==> src/rtl/gnrl_lat_fifo.sv <==
// gnrl_lat_fifo: credit-metered return buffer sitting behind a fixed-latency DFF pipe.
// Latency: push to out_vld is 1 cycle; with GNRL_LAT_FIFO_BYPASS_EN an empty FIFO forwards ret_data in the same cycle.
// Backpressure: out_rdy low holds entries; issue_rdy drops once all DEPTH credits are outstanding, so returns always fit.
module gnrl_lat_fifo #(
  parameter int DWIDTH = 32,
  parameter int LAT    = 4,
  parameter int DEPTH  = 8,
  parameter int CW     = $clog2(DEPTH + 1)
) (
  input  logic              clk,
  input  logic              rst,
  input  logic              issue_vld,
  output logic              issue_rdy,
  input  logic              ret_vld,
  input  logic [DWIDTH-1:0] ret_data,
  output logic              out_vld,
  input  logic              out_rdy,
  output logic [DWIDTH-1:0] out_data,
  output logic [CW-1:0]     level,
  output logic [CW-1:0]     credits,
  output logic              ovf_err
);

  localparam int            AW      = $clog2(DEPTH);
  localparam logic [CW-1:0] DEPTH_C = CW'(DEPTH);

  // Below DEPTH = LAT+1 the credit loop caps issue rate; the logic is the same,
  // this scope only marks such builds in the hierarchy.
  if (DEPTH < LAT + 1) begin : g_rate_limited
  end

  logic [DWIDTH-1:0] mem_q [DEPTH];
  logic [AW-1:0]     wptr_q, wptr_d;
  logic [AW-1:0]     rptr_q, rptr_d;
  logic [CW-1:0]     level_q, level_d;
  logic [CW-1:0]     credits_q, credits_d;
  logic              ovf_q, ovf_d;

  logic full, empty, issue, pop, fifo_pop, push, wr_en, byp;

  assign full      = (level_q == DEPTH_C);
  assign empty     = (level_q == '0);
  assign issue_rdy = (credits_q != '0);
  assign issue     = issue_vld & issue_rdy;

`ifdef GNRL_LAT_FIFO_BYPASS_EN
  // An empty FIFO presents the returning result directly on the output port.
  assign byp = empty & ret_vld;

  // Head of storage when occupied, otherwise the bypassed return, otherwise zero.
  always_comb begin
    out_data = '0;
    if (!empty) begin
      out_data = mem_q[rptr_q];
    end else if (byp) begin
      out_data = ret_data;
    end
  end
`else
  assign byp = 1'b0;

  // Head of storage when occupied, otherwise zero; no path from ret_* to out_*.
  always_comb begin
    out_data = '0;
    if (!empty) begin
      out_data = mem_q[rptr_q];
    end
  end
`endif

  assign out_vld  = ~empty | byp;
  assign pop      = out_vld & out_rdy;
  // Only pops of stored entries move the read side; a bypassed pop never touched storage.
  assign fifo_pop = pop & ~empty;
  // A bypassed result taken by the consumer this cycle is not stored.
  assign push     = ret_vld & ~(byp & out_rdy);
  // When full, a push lands only if the head leaves in the same cycle.
  assign wr_en    = push & (~full | fifo_pop);

  // Next-state for pointers, occupancy, credits and the sticky overflow flag.
  always_comb begin
    wptr_d    = wptr_q;
    rptr_d    = rptr_q;
    level_d   = level_q;
    credits_d = credits_q;
    ovf_d     = ovf_q;
    if (wr_en) begin
      wptr_d = wptr_q + AW'(1);
    end
    if (fifo_pop) begin
      rptr_d = rptr_q + AW'(1);
    end
    case ({wr_en, fifo_pop})
      2'b10:   level_d = level_q + CW'(1);
      2'b01:   level_d = level_q - CW'(1);
      default: level_d = level_q;
    endcase
    // Credit leaves on issue and comes back when the consumer takes the entry.
    case ({issue, pop})
      2'b10:   credits_d = credits_q - CW'(1);
      2'b01:   credits_d = credits_q + CW'(1);
      default: credits_d = credits_q;
    endcase
    if (push && full && !fifo_pop) begin
      ovf_d = 1'b1;
    end
  end

  // Control state with asynchronous reset.
  always_ff @(posedge clk or posedge rst) begin
    if (rst) begin
      wptr_q    <= '0;
      rptr_q    <= '0;
      level_q   <= '0;
      credits_q <= DEPTH_C;
      ovf_q     <= 1'b0;
    end else begin
      wptr_q    <= wptr_d;
      rptr_q    <= rptr_d;
      level_q   <= level_d;
      credits_q <= credits_d;
      ovf_q     <= ovf_d;
    end
  end

  // Storage is data-only and left unreset.
  always_ff @(posedge clk) begin
    if (wr_en) begin
      mem_q[wptr_q] <= ret_data;
    end
  end

  assign level   = level_q;
  assign credits = credits_q;
  assign ovf_err = ovf_q;

endmodule

==> config.mk <==
export PLATFORM = sky130hd
export DESIGN_NAME = gnrl_lat_fifo
export DESIGN_NICKNAME = d
export VERILOG_FILES = /design/src/rtl/gnrl_lat_fifo.sv
export SDC_FILE = /design/constraint.sdc
export NUM_CORES = 1
export LEC_CHECK = 0
export CAP_MARGIN = 0
export CORE_MARGIN = 1.5
export CORE_UTILIZATION = 50
export DETAILED_ROUTE_END_ITERATION = 10
export PLACE_DENSITY = 0.7
export SLEW_MARGIN = 20
export SYNTH_ARGS = -nofsm -noshare
export SYNTH_HDL_FRONTEND = slang
export SYNTH_SLANG_ARGS = --single-unit
==> constraint.sdc <==
create_clock -name clk -period 7.2 [get_ports clk]
set_clock_uncertainty 0.2 [all_clocks]
set_input_delay 1.08 -clock clk [delete_from_list [all_inputs] [get_ports clk]]
set_output_delay 1.08 -clock clk [all_outputs]
set_load 0.05 [all_outputs]
# --- Word level (Yosys, flattened, before mapping) ---
# Memories as Yosys holds them, arrays and structs flattened.
# Cells that the tools add are included.
totals:
  regBits: 15
  ramBits: 256
  input_bits: 37
  out_inout_bits: 43
  elab_cells: 36
  n_memories: 1
op_classes:
  add_sub_neg: 6
  eq_ne: 5
  mux: 5
  n_bitwise: 7
  reduce_logical: 7
memory_table:
  columns: ["name", "depth", "word_bits", "rd", "rd_ports_with_merged_regs", "wr", "line_no", "rtl"]
  rows:
  - ["mem_q", 8, 32, 1, 0, 1, "32", "logic [DWIDTH-1:0] mem_q [DEPTH];"]
ops:
  columns: ["cell", "n"]
  rows:
  - ["$mux W32", 1]
  - ["$pmux W4 S2", 2]
  - ["$add A4 B1 Y4 const B", 2]
  - ["$sub A4 B1 Y4 const B", 2]
  - ["$add A3 B1 Y3 const B", 2]
  - ["$and A1 B1 Y1", 4]
  - ["$eq A2 B1 Y1 const B", 2]
  - ["$eq A2 B2 Y1 const B", 2]
  - ["$eq A4 B4 Y1 const B", 1]
  - ["$logic_not A4 Y1", 1]
  - ["$reduce_bool A2 Y1", 2]
  - ["$reduce_bool A4 Y1", 1]
  - ["$logic_and A1 B1 Y1", 2]
  - ["$mux W1", 2]
  - ["$not A1 Y1", 2]
  - ["$logic_not A1 Y1", 1]
  - ["$or A1 B1 Y1", 1]

# --- Longest topological paths before layout ---
# Gate-level depths: netlist (run 1).
logic_depth:
  depth_word: 8
  depth_mapped: 10
  mapped_depth_nobuf: 9

# --- Least setup slack after synthesis (run 1) ---
# OpenSTA, ideal clock, no wires.
synth_path:
  kind: "input -> register"
  start: "input out_rdy"
  end: "memory mem_q[0][0] (enable)"
  setup_time_ns: 0.501
  t_arrival_ns: 4.460
  slack_ns: 2.039
  stages: 3
  path_buffers: 0
  cell_sequence: "nand2b_1 > o21ai_2 > nor4_1"
synth_via:
  elab_chain_len: 6
synth_lines:
  columns: ["element", "line_no", "rtl"]
  rows:
  - ["start, declared", "17", "input logic out_rdy,"]
  - ["$and A1 B1 Y1", "72", "assign pop = out_vld & out_rdy;"]
  - ["$and A1 B1 Y1", "74", "assign fifo_pop = pop & ~empty;"]
  - ["$or A1 B1 Y1", "78", "assign wr_en = push & (~full | fifo_pop);"]
  - ["$and A1 B1 Y1", "78", null]
  - ["$mux W1", "128", "if (wr_en) begin"]
  - ["$mux W1 (implied by the code)", "129", "mem_q[wptr_q] <= ret_data;"]
  - ["end, declared", "32", null]
# Every way passes these cells.

# --- Worst setup path after layout (run 1) ---
layout_path:
  start: "register rptr_q[0]"
  end: "output out_data[16]"
layout_via:
  elab_chain_len: 2
layout_lines:
  columns: ["element", "line_no", "rtl"]
  rows:
  - ["start, declared", "34", "logic [AW-1:0] rptr_q, rptr_d;"]
  - ["start signal, assigned", "119", "rptr_q <= rptr_d;"]
  - ["$mem_v2 Z8 W32", null, null]
  - ["$mux W32", "65", "if (!empty) begin"]
  - ["end, declared", "18", "output logic [DWIDTH-1:0] out_data,"]
# Every way passes these cells.

==> impl_metrics.sql, run 1 <==
INSERT INTO impl_metrics (metric_group, metric, value, unit) VALUES
('cts', 'cts.sinks', '271', ''),
('finish', 'post-route-util', '0.614', ''),
('timing', 'hold_viol_final', '0', ''),
('finish', 'multiInputGateArea', '0.00237', 'mm^2'),
('power_and_ir_drop', 'vdd.ir_drop.worst', '0.355', 'mV'),
('logic_synthesis', 'muxShareOfSynthArea', '0.143', ''),
('critical_path', 'regToRegEndpoint', 'credits[3]', ''),
('placed_design', 'pre_cts_slack', '2.73', 'ns'),
('placed_design', 'dp_hpwl', '11200', 'um'),
('cts', 'clkTransAtPathRegs', '0.06', 'ns'),
('power_and_ir_drop', 'total_power', '5.91', 'mW'),
('logic_synthesis', 'async_flop_share', '0.0554', ''),
('critical_path', 'timing.reg2reg.setup_slack', '4.06', 'ns'),
('cts', 'cts_max_level', '1', ''),
('cts', 'cts-resized-gates', '0', ''),
('min_path', 'hp-class', 'flip-flop to flip-flop', ''),
('timing', 'setup_viol_count_final', '0', ''),
('logic_synthesis', 'netlist.top_cell.by_area', 'edfxtp_1', ''),
('critical_path', 'worstRegToRegCells', '9', ''),
('timing', 'headroom_to_the_max_slew_limit', '0.372', ''),
('finish', 'post_route_cells_drive_above_1_share', '0.232', ''),
('min_path', 'worst_hold_endpoint', 'ovf_err', ''),
('floorplanning', 'design.die.area', '0.0220', 'mm^2'),
('critical_path', 'setup_crit_path_kind', 'flip-flop to output port', ''),
('critical_path', 'path_max_fanout', '30', ''),
('min_path', 'min-delay-start', 'ovf_err', ''),
('floorplanning', 'dieHeight', '148', 'um'),
('critical_path', 'reg2reg_from', 'level[0]', ''),
('finish', 'area_growth_synth_to_finish', '19.3', '%'),
('cts', 'cts_tree', 'built', ''),
('timing', 'worst_pin_slew', '0.942', 'ns'),
('job', 'max_cap_viol_count', '0', ''),
('timing', 'min_period_over_period', '0.659', ''),
('routing', 'drt-wirelength-per-cell', '23.1', 'um'),
('routing', 'route.vias.total', '4979', ''),
('routing', 'route.final.wire_length', '19900', 'um'),
('routing', 'wl_met3', '1080', 'um'),
('routing', 'maxUsedRoutingLayer', 'met4', ''),
('cts', 'worst_skew_pair.late_latency', '0.52', 'ns'),
('status', 'outcome', 'complete, no violations', ''),
('floorplanning', 'initial_core_util', '0.515', ''),
('logic_synthesis', 'yosys.area_share.simple', '0.0203', ''),
('global_routing', 'grt_first_pass_wirelength', '30800', 'um'),
('timing', 'setup_total_negative_slack', '0', 'ns'),
('logic_synthesis', 'yosys_warnings', '0', ''),
('logic_synthesis', 'synth_area_leaders', 'edfxtp_1 (73%), mux4_2 (14%), dfrtp_1 (3.3%)', ''),
('logic_synthesis', 'synth_top_area_share', '0.729', ''),
('finish', 'register_area', '0.00807', 'mm^2'),
('critical_path', 'worst_ep_required_time', '5.92', 'ns'),
('routing', 'first_pass_iters', '4', ''),
('routing', 'detailedRoute.firstIterationViolations', '322', ''),
('global_routing', 'antenna_found_initial', '0', ''),
('global_routing', 'grt_pass1_vias', '5275', ''),
('floorplanning', 'floorplan.die.width', '148', 'um'),
('logic_synthesis', 'synth.cell_area', '0.0106', 'mm^2'),
('cts', 'postCtsSetupBuffers', '0', ''),
('cts', 'clock_path_buffers', '3', ''),
('logic_synthesis', 'synth_enable_flop_cells', '256', ''),
('logic_synthesis', 'synth-main-ff-cell', 'edfxtp_1', ''),
('logic_synthesis', 'synth_top_family_by_area', 'multiplexers', ''),
('critical_path', 'worst-endpoint-arrival', '3.46', 'ns'),
('routing', 'drc_errors', '0', ''),
('routing', 'final_antenna_net_count', '0', ''),
('logic_synthesis', 'synth_most_common_cell', 'edfxtp_1', ''),
('critical_path', 'end_kind', 'output port', ''),
('logic_synthesis', 'yosys_register_bits', '271', ''),
('floorplanning', 'floorplan.rows', '52', ''),
('routing', 'detailroute.wirelength.met2', '10200', 'um'),
('power_and_ir_drop', 'static-leakage-power', '4.12', 'nW'),
('cts', 'clock_tree.root_cell', 'clkbuf_16', ''),
('logic_synthesis', 'synth_fp_nets', '518', '');
worst max-delay path: stages (launching register included):
cell and delay [ns]:
dfrtp_4 0.76, buf_16 0.30, buf_4 0.34, mux4_2 0.53, a22o_1 0.26, clkdlybuf4s50_1 0.70
logic make-up after synthesis:
| logic type | after synthesis |
|---|---|
| xor+xnor | 9 |
| mux | 70 |
| buf+inv | 30 |
| flops | 271 |
| compound gates | 46 |
| simple gates | 37 |
| fa+ha+maj | 9 |
placed cells by master, fill, tap and decap left out, types with 2 or more instances in the layout:
cell             synthesis  routed
a22o_1                  32      32
nand3_1                  2       2
clkbuf_1                 8       7
nand3b_1                 2       2
clkinv_2                 0       7
nor3_2                   0       3
clkbuf_16                0      27
xnor2_1                  8       8
clkdlybuf4s50_1          0      79
mux2i_1                  2       2
mux2_2                   4       4
nand2b_1                 3       3
nor2_4                   0       3
o211ai_1                 2       2
buf_16                   0       2
or3_1                    4       4
bufinv_16                0       2
inv_1                    5       5
nor2_1                   7       4
mux4_2                  64      64
edfxtp_1               256     256
clkbuf_8                 0       2
o21ai_0                  2       2
or4_1                    3       3
a21o_1                   2       2
a21oi_1                  2       2
nand2_1                  4       4
ha_1                     8       8
buf_4                    0      13
dfrtp_1                 14      12
clkinv_1                 0       2
layer usage:
metal	vias up	global-route usage
li1	2198	-
met1	2620	0.266
met2	135	0.312
met3	26	0.0273
met4	0	0.0441
met5	-	0
worst max path at each step:
| stage | startpoint | endpoint | depth (start not counted) |
|---|---|---|---|
| after global placement | rptr_q[0] | out_data[13] | 4 |
| after CTS | rptr_q[0] | out_data[17] | 4 |
| after floorplan | out_rdy | mem_q[0][0] | 3 |
| final | rptr_q[0] | out_data[16] | 5 |
| after global routing | rptr_q[0] | out_data[16] | 5 |
| after detailed placement | rptr_q[0] | out_data[17] | 4 |
power breakdown:
group,internal [mW],total (mW),switching [mW],leakage [nW]
combinational,0.982,2.43,1.44,1.21
sequential,2.00,2.15,0.146,2.50
clock,0.782,1.33,0.550,0.418
total,3.76,5.91,2.14,4.12
sequential cells by signal (all words and copies together), names as in the netlist:
name / cells
wptr_q: 3
level: 4
ovf_err: 1
mem_q: 256
rptr_q: 3
credits: 4
layout make-up:
class                      instances  share of cell area
clock buffer                      36              0.0580
multi-input combinational        171               0.188
timing repair buffer              94              0.0750
sequential                       271               0.641
tap                              270              0.0268
inverter                           5             0.00149
clock inverter                    13             0.00945
metrics by stage:
stage | instances | instance area (um^2)
2_1_floorplan | 472 | 10600
3_3_place_gp | 809 | 11700
3_5_place_dp | 809 | 11700
4_1_cts | 858 | 12500
5_1_grt | 860 | 12600
6_report | 860 | 12600
No activity file was read; power rests on OpenSTA's default activity.
==> run 2: changes to the inputs <==
--- a/config.mk
+++ b/config.mk
@@ -9,7 +9,7 @@
 export CORE_MARGIN = 1.5
 export CORE_UTILIZATION = 50
 export DETAILED_ROUTE_END_ITERATION = 10
-export PLACE_DENSITY = 0.7
+export PLACE_DENSITY = 0.73
 export SLEW_MARGIN = 20
 export SYNTH_ARGS = -nofsm -noshare
 export SYNTH_HDL_FRONTEND = slang
==> constraint.sdc (replaced) <==
create_clock -name clk -period 4.34 [get_ports clk]
set_clock_uncertainty 0.2 [all_clocks]
set_input_delay 0.651 -clock clk [delete_from_list [all_inputs] [get_ports clk]]
set_output_delay 0.651 -clock clk [all_outputs]
set_load 0.05 [all_outputs]
==> impl_metrics.sql, run 2 (synthesis results as in run 1) <==
INSERT INTO impl_metrics (metric_group, metric, value, unit) VALUES
('cts', 'clock_tree.root_cell', 'clkbuf_16', ''),
('routing', 'route.vias.total', '5054', ''),
('finish', 'multiInputGateArea', '0.00237', 'mm^2'),
('power_and_ir_drop', 'vdd.ir_drop.worst', '0.627', 'mV'),
('global_routing', 'track_usage', '0.193', ''),
('cts', 'worst_skew_pair.late_latency', '0.53', 'ns'),
('timing', 'slew_viols_final', '0', ''),
('global_routing', 'grt_pass1_vias', '5433', ''),
('job', 'max_cap_viol_count', '0', ''),
('cts', 'clkTransAtPathRegs', '0.06', 'ns'),
('floorplanning', 'floorplan.rows', '52', ''),
('floorplanning', 'initial_core_util', '0.515', ''),
('global_routing', 'globalRouteOverflowTotal', '0', ''),
('timing', 'setup_total_negative_slack', '0', 'ns'),
('global_routing', 'grt_first_pass_wirelength', '31900', 'um'),
('finish', 'mostFrequentLayoutCells', 'edfxtp_1 (256), clkdlybuf4s50_1 (79), mux4_2 (64), a22o_1 (32), clkbuf_16 (29)', ''),
('global_routing', 'grt_max_degree', '67', ''),
('timing', 'unrepaired_setup_endpoints_after_global_routing', 'false', ''),
('placed_design', 'gp_congestion', '0.722', ''),
('finish', 'final_cell_count_no_fill', '865', ''),
('cts', 'clock_path_buffers', '3', ''),
('cts', 'postCtsSetupBuffers', '0', ''),
('routing', 'drt-wirelength-per-cell', '23.5', 'um'),
('finish', 'largest_register', 'mem_q', ''),
('floorplanning', 'top_level_ports', '80', ''),
('routing', 'detailedRoute.firstIterationViolations', '370', ''),
('finish', 'layout.filler_cells', '1393', ''),
('routing', 'route.final.wire_length', '20300', 'um'),
('routing', 'drc_errors', '0', ''),
('finish', 'leading_cell_type_in_the_layout_fill_and_taps_excluded', 'edfxtp_1', ''),
('critical_path', 'worst-endpoint-arrival', '3.25', 'ns'),
('power_and_ir_drop', 'static-leakage-power', '4.15', 'nW'),
('floorplanning', 'placeable_area', '0.0205', 'mm^2'),
('finish', 'largest_register_ff_count', '256', ''),
('cts', 'cts_tree', 'built', ''),
('status', 'outcome', 'complete, no violations', ''),
('cts', 'cts-hold-fix-buffers', '0', ''),
('critical_path', 'end_kind', 'output port', ''),
('finish', 'register_area', '0.00807', 'mm^2'),
('routing', 'first_pass_iters', '5', ''),
('cts', 'cts.sinks', '271', ''),
('floorplanning', 'design.die.area', '0.0220', 'mm^2'),
('placed_design', 'dp_hpwl', '11800', 'um'),
('power_and_ir_drop', 'p_seq_frac', '0.361', ''),
('placed_design', 'placement.io_buffers', '79', ''),
('cts', 'cts-resized-gates', '0', ''),
('cts', 'cts_made_buffers', '28', ''),
('timing', 'min_period_over_period', '0.946', ''),
('power_and_ir_drop', 'p_comb_frac', '0.411', ''),
('timing', 'setup_viol_count_final', '0', ''),
('timing', 'worst_pin_slew', '0.771', 'ns'),
('power_and_ir_drop', 'p_int', '6.27', 'mW'),
('global_routing', 'antenna_found_initial', '0', ''),
('power_and_ir_drop', 'powerDensity', '778', 'mW/mm^2'),
('finish', 'num_antenna_cells', '0', ''),
('floorplanning', 'dieHeight', '148', 'um'),
('cts', 'cts_max_level', '1', ''),
('placed_design', 'placedCellCount', '814', ''),
('power_and_ir_drop', 'p_clk_frac', '0.229', ''),
('power_and_ir_drop', 'total_switching_power', '3.59', 'mW'),
('timing', 'headroom_to_the_max_slew_limit', '0.484', ''),
('routing', 'final_antenna_net_count', '0', ''),
('critical_path', 'critPathLaunchType', 'flip-flop', ''),
('finish', 'area_growth_synth_to_finish', '20.1', '%'),
('critical_path', 'worst_ep_required_time', '3.49', 'ns'),
('timing', 'fin_crit_period', '4.10', 'ns'),
('floorplanning', 'floorplan.die.width', '148', 'um'),
('finish', 'post_route_cells_drive_above_1_share', '0.232', ''),
('finish', 'design.final.nets', '620', ''),
('timing', 'hold_viol_final', '0', ''),
('timing', 'maxClockFrequency', '0.244', 'GHz'),
('routing', 'viasPerCell', '5.84', ''),
('critical_path', 'path_max_fanout', '20', ''),
('critical_path', 'setup_crit_path_kind', 'flip-flop to output port', ''),
('min_path', 'hp-class', 'flip-flop to flip-flop', ''),
('power_and_ir_drop', 'sw_frac_of_total', '0.364', '');
run 2: cell count changes in the layout (fill, tap and decap cells not counted), moves of 2 or more:
| cell | change |
|---|---|
| buf_12 | +6 |
| buf_16 | -2 |
| clkinv_2 | -4 |
| clkbuf_16 | +2 |
| clkinv_1 | +3 |
run 2: layout make-up:
class / count / share of cell area
Sequential cell: 271 / 0.637
Tap cell: 270 / 0.0267
Multi-Input combinational cell: 171 / 0.187
Timing Repair Buffer: 97 / 0.0790
Inverter: 5 / 0.00148
Clock buffer: 39 / 0.0618
Clock inverter: 12 / 0.00731
run 2: layer usage:
layer / GRT usage / routed length [um] / vias to the layer above
met4: 0.0441 / 372 / 0
met1: 0.266 / 8270 / 2621
met3: 0.0353 / 1510 / 32
met5: 0 / 0 / -
li1: - / - / 2203
met2: 0.326 / 10200 / 198
run 2: metrics by stage:
stage | utilization | cell area [um^2] | total power [mW] | setup slack [ns] | hold WS, ns
CTS | 0.618 | 12700 | 9.96 | 0.206 | 0.305
floorplan | - | 10600 | 6.47 | 0.310 | 0.267
global placement | 0.576 | 11800 | 7.62 | 0.809 | 0.293
detailed placement | 0.576 | 11800 | 7.71 | 0.757 | 0.284
global route | 0.618 | 12700 | 10.3 | 0.102 | 0.324
finish | 0.618 | 12700 | 9.86 | 0.236 | 0.284
run 2: worst paths after layout:
kind	endpoint	startpoint	depth (start not counted)	slack, ns
max in group asynchronous	rptr_q[0]	rst	2	3.15
hold reg to reg	ovf_err	ovf_err	1	0.28
setup / recovery	out_data[23]	level[1]	5	0.24
min in group asynchronous	level[1]	rst	2	0.31
hold / removal	ovf_err	ovf_err	1	0.28
setup reg to reg	credits[3]	level[1]	9	1.10
run 2: power groups by stage:
stage	registers (mW)	logic, mW	clock network (mW)
final	3.56	4.05	2.25
after global routing	3.61	4.27	2.40
after CTS	3.57	4.10	2.29
after detailed placement	3.62	4.09	0
after global placement	3.58	4.04	0
after floorplan	3.66	2.81	0
run 2: critical path: stages, from the launching register on:
cell	delay [ns]
dfrtp_1	0.51
or4_1	0.27
nor2b_4	0.64
buf_4	0.32
a22o_1	0.18
clkdlybuf4s50_1	0.81
==> run 3: changes to the inputs <==
==> constraint.sdc (replaced) <==
create_clock -name clk -period 3.5 [get_ports clk]
set_clock_uncertainty 0.2 [all_clocks]
set_input_delay 0.525 -clock clk [delete_from_list [all_inputs] [get_ports clk]]
set_output_delay 0.525 -clock clk [all_outputs]
set_load 0.05 [all_outputs]
==> impl_metrics.sql, run 3 (synthesis results as in run 1) <==
INSERT INTO impl_metrics (metric_group, metric, value, unit) VALUES
('critical_path', 'worst_ep_required_time', '2.77', 'ns'),
('cts', 'clkTransAtPathRegs', '0.06', 'ns'),
('routing', 'route.vias.total', '5077', ''),
('global_routing', 'track_usage', '0.190', ''),
('critical_path', 'end_kind', 'output port', ''),
('timing', 'setup_viol_count_final', '0', ''),
('routing', 'drc_errors', '0', ''),
('cts', 'cts_tree', 'built', ''),
('placed_design', 'dp_hpwl', '11400', 'um'),
('placed_design', 'placement.io_buffers', '79', ''),
('routing', 'detailedRoute.firstIterationViolations', '316', ''),
('critical_path', 'critical_path.startpoint', 'level[0]', ''),
('cts', 'cts-resized-gates', '0', ''),
('finish', 'mostFrequentLayoutCells', 'edfxtp_1 (256), mux4_2 (64), clkdlybuf4s50_1 (47), buf_4 (46), a22o_1 (32)', ''),
('cts', 'cts-hold-fix-buffers', '0', ''),
('routing', 'route.final.wire_length', '20400', 'um'),
('min_path', 'hp-class', 'input port to asynchronous set/reset pin', ''),
('cts', 'clock_path_buffers', '3', ''),
('critical_path', 'crit_path_cell_trace', 'or4_1, and2_4, a22o_1, buf_4', ''),
('cts', 'cts_max_level', '1', ''),
('placed_design', 'gp_congestion', '0.774', ''),
('finish', 'layout.filler_cells', '1431', ''),
('timing', 'maxClockFrequency', '0.296', 'GHz'),
('floorplanning', 'dieHeight', '148', 'um'),
('routing', 'first_pass_iters', '4', ''),
('finish', 'largest_register_ff_count', '256', ''),
('floorplanning', 'floorplan.die.width', '148', 'um'),
('power_and_ir_drop', 'powerDensity', '958', 'mW/mm^2'),
('power_and_ir_drop', 'static-leakage-power', '4.17', 'nW'),
('power_and_ir_drop', 'vdd.ir_drop.worst', '0.721', 'mV'),
('critical_path', 'reg2reg_from', 'level[0]', ''),
('timing', 'fin_crit_period', '3.38', 'ns'),
('finish', 'area_growth_synth_to_finish', '18.7', '%'),
('critical_path', 'path_buf_inv', '1', ''),
('finish', 'leading_cell_type_in_the_layout_fill_and_taps_excluded', 'edfxtp_1', ''),
('finish', 'largest_register', 'mem_q', ''),
('finish', 'final_cell_count_no_fill', '865', ''),
('global_routing', 'antenna_found_initial', '0', ''),
('finish', 'design.final.nets', '621', ''),
('timing', 'min_period_over_period', '0.967', ''),
('critical_path', 'crit_family', 'simple AND/OR/NAND/NOR gates', ''),
('floorplanning', 'initial_core_util', '0.515', ''),
('job', 'max_cap_viol_count', '0', ''),
('critical_path', 'crit_path_max_incr_delay', '0.74', 'ns'),
('finish', 'post_route_cells_drive_above_1_share', '0.284', ''),
('critical_path', 'worst-endpoint-arrival', '2.66', 'ns'),
('routing', 'drt-wirelength-per-cell', '23.6', 'um'),
('floorplanning', 'placeable_area', '0.0205', 'mm^2'),
('critical_path', 'critPathLaunchType', 'flip-flop', ''),
('global_routing', 'globalRouteOverflowTotal', '0', ''),
('routing', 'final_antenna_net_count', '0', ''),
('cts', 'cts_made_buffers', '27', ''),
('global_routing', 'grt_pass1_vias', '5477', ''),
('power_and_ir_drop', 'total_power', '12.0', 'mW'),
('floorplanning', 'design.die.area', '0.0220', 'mm^2'),
('timing', 'hold_viol_final', '0', ''),
('timing', 'headroom_to_the_max_slew_limit', '0.417', ''),
('finish', 'num_antenna_cells', '0', ''),
('placed_design', 'placedCellCount', '815', ''),
('critical_path', 'cell_with_the_biggest_individual_delay_on_the_critical_path', 'or4_1', ''),
('critical_path', 'path_max_fanout', '32', ''),
('cts', 'clock_tree.root_cell', 'clkbuf_16', ''),
('critical_path', 'setup_crit_path_kind', 'flip-flop to output port', ''),
('cts', 'postCtsSetupBuffers', '0', ''),
('cts', 'worst_skew_pair.late_latency', '0.53', 'ns'),
('global_routing', 'grt_max_degree', '37', ''),
('timing', 'slew_viols_final', '0', ''),
('timing', 'unrepaired_setup_endpoints_after_global_routing', 'false', ''),
('floorplanning', 'top_level_ports', '80', ''),
('cts', 'cts.sinks', '271', ''),
('status', 'outcome', 'complete, no violations', ''),
('floorplanning', 'floorplan.rows', '52', ''),
('timing', 'worst_pin_slew', '0.871', 'ns'),
('global_routing', 'grt_first_pass_wirelength', '31500', 'um'),
('routing', 'viasPerCell', '5.87', '');
[run 3: changes by cell type in the layout (fill, tap and decap cells not counted), sizes merged]
| cell | previous run | this run |
|---|---|---|
| buf | 18 | 51 |
| clkdlybuf4s50 | 79 | 47 |
| clkbuf | 39 | 36 |
| clkinv | 10 | 11 |
| nor2b | 2 | 3 |
[run 3: through the flow]
stage | area (um^2) | setup TNS [ns] | hold WS (ns) | utilization | worst slack, ns
2_1_floorplan | 10600 | -51.42 | 0.226 | - | -0.530
3_3_place_gp | 11700 | 0 | 0.249 | 0.572 | 0.441
3_5_place_dp | 11700 | 0 | 0.249 | 0.572 | 0.352
4_1_cts | 12500 | 0 | 0.167 | 0.611 | 0.0132
5_1_grt | 12500 | 0 | 0.238 | 0.611 | 0.0429
6_report | 12500 | 0 | 0.168 | 0.611 | 0.117
[run 3: report_power, final]
group / internal, mW / total [mW] / switching (mW) / leakage (nW)
Combinational: 1.92 / 4.94 / 3.02 / 1.28
Sequential: 4.11 / 4.44 / 0.326 / 2.50
Clock: 1.49 / 2.62 / 1.13 / 0.393
[run 3: final timing paths]
check	endpoint	slack, ns	cells past startpoint
max in group asynchronous	rptr_q[0]	2.47	2
min in group clk	ovf_err	0.26	1
hold reg to reg	ovf_err	0.26	1
setup / recovery	out_data[27]	0.12	4
setup reg to reg	credits[3]	0.24	9
hold / removal	ovf_err	0.17	2
[run 3: layout make-up]
class / count / area [um^2] / area share
flip-flops and latches: 271 / 8070 / 0.644
multi-input cells: 172 / 2390 / 0.191
repair buffers: 98 / 916 / 0.0731
clock buffers: 36 / 709 / 0.0566
well taps: 270 / 338 / 0.0270
clock inverters: 13 / 87.6 / 0.00699
inverters: 5 / 18.8 / 0.00150
[run 3: routing by layer]
metal,share of wire,GRT usage,vias to the layer above
met4,0.019,0.0480,0
met1,0.42,0.264,2642
met5,0,0,-
met3,0.073,0.0383,31
met2,0.48,0.314,194
li1,-,-,2210
[run 3: worst register-to-register path: stages (launching register included)]
cell	delay [ns]
dfrtp_1	0.48
or4_1	0.74
nand2_1	0.20
inv_1	0.09
ha_1	0.26
inv_1	0.14
ha_1	0.30
or4_1	0.53
nand3_1	0.11
o221ai_1	0.12
